`src/rtl/filter_pkg.sv`:
```
// Shared types and widths for the median filter sequencer.
//   state_e  : sequencer FSM states
//   result_t : captured filter result (select code + data)
package filter_pkg;

    localparam int unsigned DATA_W      = 8;
    localparam int unsigned FILT_ADDR_W = 3;
    localparam int unsigned FILT_SEL_W  = 2;
    localparam int unsigned MAX_TAPS    = 8;
    // Fill count must be able to hold MAX_TAPS itself.
    localparam int unsigned FILL_W      = $clog2(MAX_TAPS + 1);
    // Read-latency wait counter, READ_LAT up to 4.
    localparam int unsigned WAIT_W      = 2;

    typedef enum logic [1:0] {
        ST_IDLE    = 2'd0,
        ST_WRITE   = 2'd1,
        ST_SELECT  = 2'd2,
        ST_PRESENT = 2'd3
    } state_e;

    typedef struct packed {
        logic [FILT_SEL_W-1:0] sel;
        logic [DATA_W-1:0]     data;
    } result_t;

endpackage

```
`src/rtl/seq_wrap_counter.sv`:
```
// Modulo-N counter with synchronous clear and increment.
//   clk, rst  : clock, async active-low reset
//   clr       : clear to 0 (wins over inc)
//   inc       : advance by one, wrapping N-1 -> 0
//   count     : current value
//   last_c    : count is at N-1 (next inc wraps)
module seq_wrap_counter #(
    parameter int unsigned N = 2,
    parameter int unsigned W = 1
) (
    input  logic         clk,
    input  logic         rst,
    input  logic         clr,
    input  logic         inc,
    output logic [W-1:0] count,
    output logic         last_c
);

    logic [W-1:0] count_q;
    logic [W-1:0] count_d;

    assign last_c = (count_q == W'(N - 1));
    assign count  = count_q;

    // Next-count selection.
    always_comb begin
        count_d = count_q;
        if (clr) begin
            count_d = '0;
        end else if (inc) begin
            count_d = last_c ? '0 : count_q + W'(1);
        end
    end

    always_ff @(posedge clk or negedge rst) begin
        if (!rst) begin
            count_q <= '0;
        end else begin
            count_q <= count_d;
        end
    end

endmodule

```
`src/rtl/filter_sequencer.sv`:
```
// Sequences the median filter: writes incoming samples round-robin into the
// filter register window, then, once the window is full, steps out_select
// through every result code and presents each result on a valid/ready port.
//   clk, rst                 : clock, async active-low reset
//   flush                    : synchronous window clear / burst abort
//   in_valid/in_data/in_ready: sample input handshake
//   f_*                      : filter register write and output-select control
//   res_valid/res_data/res_sel/res_ready : result output handshake
//   window_full, busy        : status
module filter_sequencer
    import filter_pkg::*;
#(
    parameter int unsigned NUM_TAPS = 5,
    parameter int unsigned NUM_OUT  = 3,
    parameter int unsigned READ_LAT = 1
) (
    input  logic                   clk,
    input  logic                   rst,
    input  logic                   flush,
    input  logic                   in_valid,
    input  logic [DATA_W-1:0]      in_data,
    output logic                   in_ready,
    output logic                   f_wr_enable,
    output logic [FILT_ADDR_W-1:0] f_reg_addr,
    output logic [DATA_W-1:0]      f_data_in,
    output logic [FILT_SEL_W-1:0]  f_out_select,
    input  logic [DATA_W-1:0]      f_data_out,
    output logic                   res_valid,
    output logic [DATA_W-1:0]      res_data,
    output logic [FILT_SEL_W-1:0]  res_sel,
    input  logic                   res_ready,
    output logic                   window_full,
    output logic                   busy
);

    state_e                 state_q, state_d;
    logic [FILL_W-1:0]      fill_q, fill_d;
    logic [WAIT_W-1:0]      wait_q, wait_d;
    logic [DATA_W-1:0]      wdata_q, wdata_d;
    logic [FILT_ADDR_W-1:0] waddr_q, waddr_d;
    result_t                res_q, res_d;
    logic                   wr_en_q, wr_en_d;
    logic                   res_valid_q, res_valid_d;
    logic                   full_q, full_d;
    logic                   busy_q, busy_d;

    logic [FILT_ADDR_W-1:0] wptr;
    logic                   wptr_last_c;
    logic                   wptr_clr, wptr_inc;
    logic [FILT_SEL_W-1:0]  sel;
    logic                   sel_last_c;
    logic                   sel_clr, sel_inc;

    // Write pointer into the filter window.
    seq_wrap_counter #(
        .N (NUM_TAPS),
        .W (FILT_ADDR_W)
    ) u_wptr (
        .clk    (clk),
        .rst    (rst),
        .clr    (wptr_clr),
        .inc    (wptr_inc),
        .count  (wptr),
        .last_c (wptr_last_c)
    );

    // Output-select code for the current burst.
    seq_wrap_counter #(
        .N (NUM_OUT),
        .W (FILT_SEL_W)
    ) u_sel (
        .clk    (clk),
        .rst    (rst),
        .clr    (sel_clr),
        .inc    (sel_inc),
        .count  (sel),
        .last_c (sel_last_c)
    );

    // Ready only while idle; flush blocks acceptance in the same cycle, and
    // reset gating keeps it low while rst is held.
    assign in_ready     = rst && (state_q == ST_IDLE) && !flush;
    assign f_wr_enable  = wr_en_q;
    assign f_reg_addr   = waddr_q;
    assign f_data_in    = wdata_q;
    assign f_out_select = sel;
    assign res_valid    = res_valid_q;
    assign res_data     = res_q.data;
    assign res_sel      = res_q.sel;
    assign window_full  = full_q;
    assign busy         = busy_q;

    // Next-state and registered-output logic.
    always_comb begin
        state_d  = state_q;
        fill_d   = fill_q;
        wait_d   = wait_q;
        wdata_d  = wdata_q;
        waddr_d  = waddr_q;
        res_d    = res_q;
        wptr_clr = 1'b0;
        wptr_inc = 1'b0;
        sel_clr  = 1'b0;
        sel_inc  = 1'b0;

        if (flush) begin
            state_d  = ST_IDLE;
            fill_d   = '0;
            wptr_clr = 1'b1;
        end else begin
            unique case (state_q)
                ST_IDLE: begin
                    if (in_valid) begin
                        wdata_d = in_data;
                        waddr_d = wptr;
                        state_d = ST_WRITE;
                    end
                end
                ST_WRITE: begin
                    wptr_inc = 1'b1;
                    // fill tracks wptr from empty, so a wrapping write means full.
                    if ((fill_q == FILL_W'(NUM_TAPS)) || wptr_last_c) begin
                        fill_d = FILL_W'(NUM_TAPS);
                    end else begin
                        fill_d = fill_q + FILL_W'(1);
                    end
                    if (fill_d < FILL_W'(NUM_TAPS)) begin
                        state_d = ST_IDLE;
                    end else begin
                        sel_clr = 1'b1;
                        wait_d  = '0;
                        state_d = ST_SELECT;
                    end
                end
                ST_SELECT: begin
                    // Capture after data_out has had READ_LAT cycles to settle.
                    if (wait_q == WAIT_W'(READ_LAT - 1)) begin
                        res_d.sel  = sel;
                        res_d.data = f_data_out;
                        state_d    = ST_PRESENT;
                    end else begin
                        wait_d = wait_q + WAIT_W'(1);
                    end
                end
                ST_PRESENT: begin
                    if (res_ready) begin
                        if (sel_last_c) begin
                            state_d = ST_IDLE;
                        end else begin
                            sel_inc = 1'b1;
                            wait_d  = '0;
                            state_d = ST_SELECT;
                        end
                    end
                end
                default: begin
                    state_d = ST_IDLE;
                end
            endcase
        end

        wr_en_d     = (state_d == ST_WRITE);
        res_valid_d = (state_d == ST_PRESENT);
        busy_d      = (state_d != ST_IDLE);
        full_d      = (fill_d == FILL_W'(NUM_TAPS));
    end

    always_ff @(posedge clk or negedge rst) begin
        if (!rst) begin
            state_q     <= ST_IDLE;
            fill_q      <= '0;
            wait_q      <= '0;
            wdata_q     <= '0;
            waddr_q     <= '0;
            res_q       <= '0;
            wr_en_q     <= 1'b0;
            res_valid_q <= 1'b0;
            full_q      <= 1'b0;
            busy_q      <= 1'b0;
        end else begin
            state_q     <= state_d;
            fill_q      <= fill_d;
            wait_q      <= wait_d;
            wdata_q     <= wdata_d;
            waddr_q     <= waddr_d;
            res_q       <= res_d;
            wr_en_q     <= wr_en_d;
            res_valid_q <= res_valid_d;
            full_q      <= full_d;
            busy_q      <= busy_d;
        end
    end

endmodule

```
`config.mk`:
```
export PLATFORM = sky130hd
export DESIGN_NAME = filter_sequencer
export DESIGN_NICKNAME = d
export VERILOG_FILES = /design/src/rtl/filter_pkg.sv /design/src/rtl/seq_wrap_counter.sv /design/src/rtl/filter_sequencer.sv
export SDC_FILE = /design/constraint.sdc
export NUM_CORES = 1
export LEC_CHECK = 0
export CORE_UTILIZATION = 47
export DETAILED_ROUTE_END_ITERATION = 6
export GPL_ROUTABILITY_DRIVEN = 0
export PLACE_DENSITY = 0.77
export SYNTH_ARGS = -nofsm -noshare
export SYNTH_HDL_FRONTEND = slang
export SYNTH_SLANG_ARGS = --single-unit
export TNS_END_PERCENT = 5
```
`constraint.sdc`:
```
create_clock -name clk -period 1.7 [get_ports clk]
set_input_delay 0.34 -clock clk [delete_from_list [all_inputs] [get_ports clk]]
set_output_delay 0.34 -clock clk [all_outputs]
set_load 0.05 [all_outputs]
```
# Word-level counts from Yosys, hierarchy flattened
# Cells that the tools add are included.
# W data, S select, Z words.
# totals
register_bits	38
input_bits	21
out_inout_bits	28
word_cells	78
# op_classes
n_addsub	4
order_cmp	1
eq_ne	13
n_mux	33
n_bitwise	1
reduce_logical	13
# op_table
cell	count
$mux W2	13
$mux W4	5
$mux W1	10
$mux W3	3
$eq A2 B2 Y1 const B	4
$eq A4 B3 Y1 const B	2
$ne A2 B2 Y1 const B	4
$pmux W2 S4	1
$pmux W2 S3	1
$reduce_and A3 Y1	2
$reduce_and A6 Y1	1
$reduce_bool A2 Y1	3
$add A2 B1 Y2 const B	2
$add A4 B1 Y4 const B	1
$eq A2 B1 Y1 const B	2
$logic_not A2 Y1	2
$lt A4 B3 Y1 const B	1
$add A3 B1 Y3 const B	1
$eq A3 B3 Y1 const B	1
$reduce_bool A3 Y1	1
$logic_and A1 B1 Y1	2
$logic_not A1 Y1	1
$logic_or A1 B1 Y1	1
$not A1 Y1	1

# Logic depth before layout (Yosys ltp)
# depth
ltp_word	10
mapped_depth	6
mapped_depth_nobuf	6

# By module
# Synthesis repeated with hierarchy kept, for this count alone.
# unflattened
cells_unflattened	148
area_unflattened_um2	1820.5
# modules_own_cells
module	n_inst	cells_each	area_each_um2	seq_area_each_um2
filter_sequencer	1	122	1555.2	825.8
seq_wrap_counter at u_wptr	1	17	170.2	75.1
seq_wrap_counter at u_sel	1	9	95.1	50.0

# Worst setup path before layout
# Ideal clock, no wire load.
# synth_path
kind	register to register
startpoint	reg state_q[0]
endpoint	reg wdata_q[0], in the netlist f_data_in[0]
setup_ps	125
arrival_ps	1417
required_ps	1575
path_slack_ps	158
path_stages_with_launch	6
cell_sequence	dfrtp_1 buf_2 nor3_1 and2_1 buf_4 mux2_2
# synth_via
elab_chain_len	2
# synth_rtl
element	line	text
from (decl)	filter_sequencer.sv:36	state_e state_q, state_d;
from (signal assigned)	filter_sequencer.sv:181	state_q <= state_d;
$logic_not A2 Y1	filter_sequencer.sv:111	unique case (state_q)
$reduce_and A3 Y1 (no source line)	--	
to (signal assigned)	filter_sequencer.sv:184	wdata_q <= wdata_d;
to (decl)	filter_sequencer.sv:39	logic [DATA_W-1:0] wdata_q, wdata_d;
# Every way passes these cells.
# A chain may end at the register's enable or synchronous reset.

# Final worst setup path
# layout_path
startpoint	reg fill_q[1]
endpoint	reg u_sel.count_q[0], in the netlist u_sel.count[0]
# layout_via
elab_chain_len	10
# layout_rtl
element	line	text
from (decl)	filter_sequencer.sv:37	logic [FILL_W-1:0] fill_q, fill_d;
from (signal assigned)	filter_sequencer.sv:182	fill_q <= fill_d;
branches (longest 2 deep; another with $add A4 B1 Y4)	--	
$mux W4 (*)	filter_sequencer.sv:122	if ((fill_q == FILL_W'(NUM_TAPS)) || wptr_last_c) begin
$mux W4 (*)	filter_sequencer.sv:111	
$mux W4 (*)	filter_sequencer.sv:106	if (flush) begin
$lt A4 B3 Y1 (*)	filter_sequencer.sv:127	if (fill_d < FILL_W'(NUM_TAPS)) begin
$mux W1 (*)	filter_sequencer.sv:127	
$mux W1 (*)	filter_sequencer.sv:111	
$mux W1 (*)	filter_sequencer.sv:106	
$mux W2 / $reduce_bool A2 Y1 (equally long branches)	--	
to (signal assigned)	seq_wrap_counter.sv:39	count_q <= count_d;
to (decl)	seq_wrap_counter.sv:19	logic [W-1:0] count_q;
# Every way passes the cells marked *. The select of a mux whose other input is x is not followed.

==> results.py <==
metrics = {
    "outcome": {
        "run_status": "finished, violations left",
        "violations": "setup timing",
    },
    "global_routing": {
        "first_global_vias": 1401,
        "gr-total-overflow": 0,
        "grt_start_max_net_pins": 39,
        "grt_pass1_wl_mm": 6.21,
        "globalRouteTotalUtil_pct": 20.4,
        "grt_antenna_before_repair": 0,
    },
    "synthesis": {
        "syn-instance-count": 153,
        "postSynth.asyncResetShare_pct": 100,
        "synth.yosys.seq_area_share_pct": 53.4,
        "synth_area_leader_cell": "dfrtp_1",
        "primary_flip_flop_cell_chosen_by_synthesis_mapping": "dfrtp_1",
        "postSynthNetCount": 179,
        "yosysWarningCount": 0,
        "count_of_flip_flops_with_a_built_in_enable_after_synthesis": 0,
        "netlist_area_sq_um": 1780,
        "synth.ff_latch_count": 38,
        "yosys.cell_types.count": 38,
        "avgSynthCellArea_sq_um": 11.6,
        "synth_top_area_share_pct": 53.4,
        "synth_area_leaders": "dfrtp_1 (53%), mux2_2 (13%), ha_1 (3.5%), a21oi_1 (2.5%), nand2_1 (2.5%)",
    },
    "sta": {
        "final_min_period_over_clock_period_pct": 100,
        "achievable-frequency_mhz": 587,
        "finalMaxSlewViolations": 0,
        "worst-slew-pin-transition_ns": 0.465,
        "setup_slack_ns": -0.00299,
        "maxSlewHeadroom_pct": 69.0,
        "clock_period_minus_final_worst_setup_slack_ns": 1.70,
        "timing.clock.skew_ns": 0.00587,
        "final-hold-violation-count": 0,
        "rsz0062_at_grt": "true",
        "worst_hold_slack_ns": 0.0997,
        "final-setup-viol-count": 1,
    },
    "layout": {
        "post_route_cells_drive_above_1_share_pct": 38.5,
        "postLayoutCoreUtil_pct": 72.5,
        "mostFrequentLayoutCells": "buf_4 (40), dfrtp_1 (37), mux2_2 (21), clkdlybuf4s50_1 (18), nand2_1 (12)",
        "design.final.nets": 244,
        "antenna_cells_inserted": 0,
        "mostFrequentLayoutCell": "buf_4",
        "flow.area_growth_from_synthesis_pct": 41.2,
    },
    "pwr": {
        "max-vdd-ir-drop_uv": 651,
        "static-leakage-power_nw": 1.18,
        "power_per_cell_area_nw_per_um2": 898,
    },
    "clock_network": {
        "clock_latency_ns": 0.29,
        "cts.sink_count": 38,
        "cts.path.max_buffers": 2,
        "cts_tree": "yes",
        "clkSlewWorstSetupHoldPaths_ns": 0.07,
        "cts_made_buffers": 5,
        "cts_root_buffer": "clkbuf_8",
        "max_h_tree_level": 2,
    },
    "die": {
        "initial_core_util_pct": 51.3,
        "floorplan.die.width_um": 63.6,
        "core_sq_um": 3470,
        "num_rows": 21,
        "design.portCount": 49,
        "fp.dieArea_sq_um": 4040,
        "die-height_um": 63.6,
    },
    "drt": {
        "finalWirelength_mm": 3.96,
        "first_iter_violations": 82,
        "remaining_drc_errors": 0,
        "ant_nets": 0,
        "num_vias": 1437,
        "wire_per_inst_um": 15.0,
        "routed_via_density": 5.44,
        "drtPass1Iterations": 4,
    },
    "setup_path": {
        "startpoint_type": "flip-flop",
        "critPathRequiredTime_ns": 1.86,
        "worstSetupEndpointType": "flip-flop",
        "arrival_ns": 1.87,
        "critical_path_peak_fanout": 4,
        "crit_path_class": "flip-flop to flip-flop",
    },
    "placed_design": {
        "place.port_buffers": 48,
        "pre_cts_setup_slack_ns": -0.246,
        "detailedPlacementHpwl_mm": 2.80,
    },
    "flow_run": {
        "max_cap_viol_count": 0,
    },
    "hold_path": {
        "worstHoldPathType": "input port to async pin",
    },
}
cell families after synthesis:
| family | synth area share, % |
|---|---|
| muxes | 14.4 |
| AOI/OAI and AO/OA | 10.1 |
| and+or+nand+nor | 14.0 |
| adders and majority gates | 3.51 |
| DFF | 53.4 |
| buffers and inverters | 4.08 |
| xor gates and xnor gates | 0.492 |
power by group:
part	leakage [nW]	switching, mW	total [mW]	internal [mW]
Clock	0.0573	0.297	0.766	0.469
Combinational	0.645	0.303	0.494	0.191
Sequential	0.478	0.0353	0.998	0.962
Total	1.18	0.635	2.26	1.62
critical path, stage by stage (launching register included):
cell and delay [ns]:
dfrtp_1 0.40, inv_1 0.06, ha_1 0.30, o2bb2ai_1 0.14, o221a_2 0.27, a21oi_2 0.16, buf_4 0.15, o21ai_0 0.09
cell type report:
type                    count  area (sq um)
multi-input cells         100           783
repair buffers             64           574
inverters                   9          33.8
fillers                   267           955
flip-flops and latches     38           952
clock buffers               6          82.6
clock inverters             1          30.0
well taps                  46          57.6
path summary, 6_finish.rpt:
| check | to | cells after the start | start | slack [ns] |
|---|---|---|---|---|
| worst max-delay path | u_sel.count[0]$_DFFE_PN0P_ | 7 | fill_q[1]$_DFF_PN0_ | -0.003 |
| worst min-delay path | u_sel.count[0]$_DFFE_PN0P_ | 2 | rst | 0.1 |
| worst max register to register | u_sel.count[0]$_DFFE_PN0P_ | 7 | fill_q[1]$_DFF_PN0_ | -0.003 |
| worst min register to register | f_data_in[5]$_DFFE_PN0P_ | 1 | f_data_in[5]$_DFFE_PN0P_ | 0.51 |
| max in group asynchronous | state_q[1]$_DFF_PN0_ | 2 | rst | 1.26 |
| min in group clk | f_data_in[5]$_DFFE_PN0P_ | 1 | f_data_in[5]$_DFFE_PN0P_ | 0.51 |
timing repair:
item | CTS | global route
setup endpoints to repair | 1 | 15
resized for setup | 3 | 7
hold buffers | 0 | 0
pin swaps | 1 | 4
cloned | 0 | 0
setup buffers | 1 | 2
layer usage:
layer | part of all wire, % | up-vias | global-route usage, %
met5 | 0 | - | 0
met2 | 53 | 54 | 35.0
met4 | 1.7 | 0 | 7.95
met3 | 6.1 | 6 | 5.98
li1 | - | 674 | -
met1 | 39 | 703 | 23.7
through the flow:
stage / total power [mW] / cell area (sq um) / std cells / TNS, ns
floorplan: 1.30 / 1780 / 153 / 0
global placement: 1.49 / 2350 / 254 / -3.81
detailed placement: 1.50 / 2350 / 254 / -4.26
CTS: 2.28 / 2480 / 262 / 0
global route: 2.35 / 2510 / 264 / -0.0656
finish: 2.26 / 2510 / 264 / -0.00299
state kept, by name, summed over array words and instances, names as in the netlist:
| register | count |
|---|---|
| f_data_in | 8 |
| res_data | 8 |
| fill_q | 4 |
| f_reg_addr | 3 |
| u_wptr.count | 3 |
| res_sel | 2 |
| state_q | 2 |
| u_sel.count | 2 |
| wait_q | 2 |
| busy | 1 |
| f_wr_enable | 1 |
| res_valid | 1 |
| window_full | 1 |
cell usage after synthesis, types with 3 or more instances:
cell type	n
a21oi_1	9
and2_1	5
dfrtp_1	38
ha_1	5
inv_1	9
mux2_2	21
nand2_1	12
nand2b_1	3
nand3_1	3
nor2_1	5
nor3_1	3
o21ai_0	5
No activity file was read; power rests on OpenSTA's default activity.
